File: src/rtl/comp2_4bit_core.sv
// Registered two's-complement negator: accepts one operand per cycle and
// returns -I along with most-negative and zero flags one cycle later.
module comp2_4bit_core #(
    parameter int WIDTH = 4
) (
    input  logic             clk,
    input  logic             rst_n,
    input  logic [WIDTH-1:0] I,
    input  logic             in_valid,
    output logic [WIDTH-1:0] O,
    output logic             out_valid,
    output logic             ovf,
    output logic             zero
);

    localparam logic [WIDTH-1:0] MOST_NEG = {1'b1, {(WIDTH-1){1'b0}}};
    localparam logic [WIDTH-1:0] ONE      = {{(WIDTH-1){1'b0}}, 1'b1};

    // Handshake: a sample happens on any rising edge with in_valid=1 (and
    // rst_n=1); out_valid then pulses for exactly the following cycle.
    // There is no backpressure, so results are never stalled.

    logic [WIDTH-1:0] o_q, o_d;
    logic             valid_q, valid_d;
    logic             ovf_q, ovf_d;
    logic             zero_q, zero_d;

    always_comb begin
        o_d     = o_q;
        ovf_d   = ovf_q;
        zero_d  = zero_q;
        valid_d = 1'b0;
        if (in_valid) begin
            // Carry out of the increment is dropped, so 1000 maps to itself.
            o_d     = ~I + ONE;
            ovf_d   = (I == MOST_NEG);
            zero_d  = (I == '0);
            valid_d = 1'b1;
        end
    end

    always_ff @(posedge clk) begin
        if (!rst_n) begin
            o_q     <= '0;
            valid_q <= 1'b0;
            ovf_q   <= 1'b0;
            zero_q  <= 1'b0;
        end else begin
            o_q     <= o_d;
            valid_q <= valid_d;
            ovf_q   <= ovf_d;
            zero_q  <= zero_d;
        end
    end

    assign O         = o_q;
    assign out_valid = valid_q;
    assign ovf       = ovf_q;
    assign zero      = zero_q;

endmodule

File: config.mk
export PLATFORM = sky130hd
export DESIGN_NAME = comp2_4bit_core
export DESIGN_NICKNAME = d
export VERILOG_FILES = /design/src/rtl/comp2_4bit_core.sv
export SDC_FILE = /design/constraint.sdc
export NUM_CORES = 1
export LEC_CHECK = 0
export ABC_AREA = 1
export BUFFER_PORTS_ARGS = -buffer_cell sky130_fd_sc_hd__clkbuf_2
export CAP_MARGIN = 20
export CORE_AREA = 2 2 39 41
export CTS_CLUSTER_DIAMETER = 200
export DETAILED_ROUTE_END_ITERATION = 6
export DIE_AREA = 0 0 41 43
export PLACE_DENSITY = 0.42
export SYNTH_ARGS = -nofsm -noshare
export SYNTH_HDL_FRONTEND = slang
export SYNTH_SLANG_ARGS = --single-unit
File: constraint.sdc
create_clock -name clk -period 0.8 [get_ports clk]
set_input_delay 0.2 -clock clk [delete_from_list [all_inputs] [get_ports clk]]
set_output_delay 0.2 -clock clk [all_outputs]
set_load 0.01 [all_outputs]
==> metrics.csv <==
metric,value,unit
dpl cells,68,
syn avg cell area,7.705,µm²
met2 GRT Util,0.1125,
Lkg Pwr,0.2431,nW
"Seq/Total Area, Yosys",0.4786,
Final setup viols,7,
post-synth top area share,0.4786,
final worst slack,-86.09,ps
Flop pwr share,0.457,
die extent in y,43,µm
vias in the first global route,238,
failing checks,negative setup slack,
syn_nets,46,
"Distinct cells, synth",14,
clock sinks,7,
root buf cell,clkbuf_4,
Util after Layout,0.3409,
GR Util met3,0.09424,
combinational power share,0.159,
total CTS buffers,3,
CTS max path bufs,2,
post-detail-place hpwl,490.7,µm
Min-Delay Path Class,primary input to flip-flop,
Slew @ Worst Pin,170.6,ps
CP startpoint,O[2],
WL/cell,8.534,µm
Max Freq,1129,MHz
RSZ-0062 raised after global routing,yes,
Worst EP required,600,ps
YS warnings,0,
Rows,14,
setup total negative slack,-539.6,ps
Worst Clk Skew,0,ps
antenna violations before repair,0,
Yosys reg bits,7,
max_cap viols,0,
# port buffers,13,
Overflow after GRT,0,
Initial Util,0.2116,
Power Dens Cells,1782,nW/µm²
Routed Antenna Nets,0,
Total GRT Usage,0.08945,
Max VDD drop,0.0008229,V
DRT iter0 DRCs,3,
r2r startpoint,ovf,
WP data arrival,690,ps
drt pass-1 iters,2,
clk_lat worst skew,250,ps
post-route clock period utilization,1.108,
H-tree levels,1,
post-route cell area,471.7,µm²
Die Area,1763,µm²
CP Launch Type,flip-flop,
core box area,1384,µm²
switching pwr,0.2062,mW
CTS Hold Buffers Added,0,
"non-filler cells, final",73,
Sw Ratio,0.2453,
worst hold start,I[3],
most frequent cells in the layout,"dfxtp_2, buf_6, nor2_1, clkbuf_2",
ordered list of cells on the worst path,buf_6,
"CP delay by family, top",flip-flops,
Filler cells,166,
GR Layer Usage met1,0.09355,
GR peak layer,met2,
largest net degree at the start of global routing,10,
CP max stage delay,320,ps
crit end category,output pin,
Inserted Diodes,0,
die width,41,µm
"top cells by area, synth","dfxtp_1, nor2_1, nand3_1",
crit path max-delay cell type,dfxtp_2,
Layout area overhead,61.11,%
Via-to-Cell Ratio,3.877,
Routability Congestion,0.6939,
critical path class,flip-flop to output pin,
first-pass GRT wire length,938,µm
fin crit period,886.1,ps
Post-Syn Area,292.8,µm²
Final Net Count,66,
Ports,14,
CTS tree,done,
worst path bufs/invs,1,
status,finished with violations,
Post-Route WL,623,µm
Post-DP Area,385.4,µm²
Worst-path clk slew,60,ps
clock share of power,0.385,
via count,283,
max-slew violation count,0,
Final Hold Vio Count,0,
Rel. slew slack,0.8863,
layout cell share with drive strength beyond 1,0.5088,
internal power,0.6345,mW
critical-path maximum fanout,2,
Post-Syn Instances,38,
cell taking the most area after synthesis,dfxtp_1,
DRC Markers,0,
final hold slack,211.3,ps
==> state kept, by name, indices dropped and copies added (netlist names) <==
name and count:
O 4, out_valid 1, ovf 1, zero 1
==> worst reg2reg max path, stage by stage, from the launching register on <==
cell	delay (ps)
dfxtp_2	320
buf_4	120
nand3_1	70
nand2_1	50
==> final cells by class <==
| type | instances | area, µm² | share of cell area |
|---|---|---|---|
| well taps | 16 | 20.02 | 0.04244 |
| repair buffers | 16 | 131.4 | 0.2785 |
| multi-input cells | 25 | 126.4 | 0.2679 |
| clock buffers | 4 | 26.28 | 0.05570 |
| flip-flops and latches | 7 | 148.9 | 0.3157 |
| inverters | 5 | 18.77 | 0.03979 |
==> kinds of logic (layout without fill, tap and decap cells) <==
family / count (synthesis) / in the layout / share of synthesized area
xor gates and xnor gates: 1 / 1 / 0.02992
DFF: 7 / 7 / 0.4786
buffers and inverters: 6 / 25 / 0.08973
AOI/OAI and AO/OA: 7 / 7 / 0.1196
and+or+nand+nor: 16 / 16 / 0.2393
adders and majority gates: 1 / 1 / 0.04273
==> routing by layer <==
layer  up-vias  wire, µm
met2         9       319
met1       115       252
met5         -         0
met3         0        51
met4         0         0
li1        159         -
==> path summary, 6_finish.rpt <==
path | cells past startpoint | slack [ps] | end
setup reg to reg | 3 | 140 | ovf
hold / removal | 3 | 210 | ovf
hold reg to reg | 2 | 470 | zero
setup / recovery | 1 | -90 | O[2]
==> Yosys cell counts (all sizes together) <==
cell   number
ha          1
buf         1
inv         5
xor2        1
nand3       4
o21ai       4
nand2       5
nor2        7
dfxtp       7
a21oi       3
==> stage by stage <==
step	setup slack [ps]	total power [mW]
floorplan	18.53	0.4427
global placement	-97.99	0.4976
detailed placement	-94.05	0.4969
CTS	-107.9	0.8347
global route	-115.3	0.9013
finish	-86.09	0.8407
==> power by group through the flow <==
| stage | Clock, mW | Sequential, mW | Combinational (mW) |
|---|---|---|---|
| after detailed placement | 0 | 0.384 | 0.113 |
| after global routing | 0.367 | 0.387 | 0.148 |
| after global placement | 0 | 0.384 | 0.114 |
| after CTS | 0.340 | 0.380 | 0.115 |
| after floorplan | 0 | 0.393 | 0.0493 |
| final | 0.323 | 0.384 | 0.133 |
==> what timing repair did <==
| action | CTS | global route |
|---|---|---|
| pin swaps | 0 | 0 |
| setup endpoints to repair | 7 | 7 |
| buffers inserted | 1 | 0 |
| resized for setup | 6 | 15 |
| hold endpoints to repair | 0 | 0 |
(Power assumes the default switching activity.)
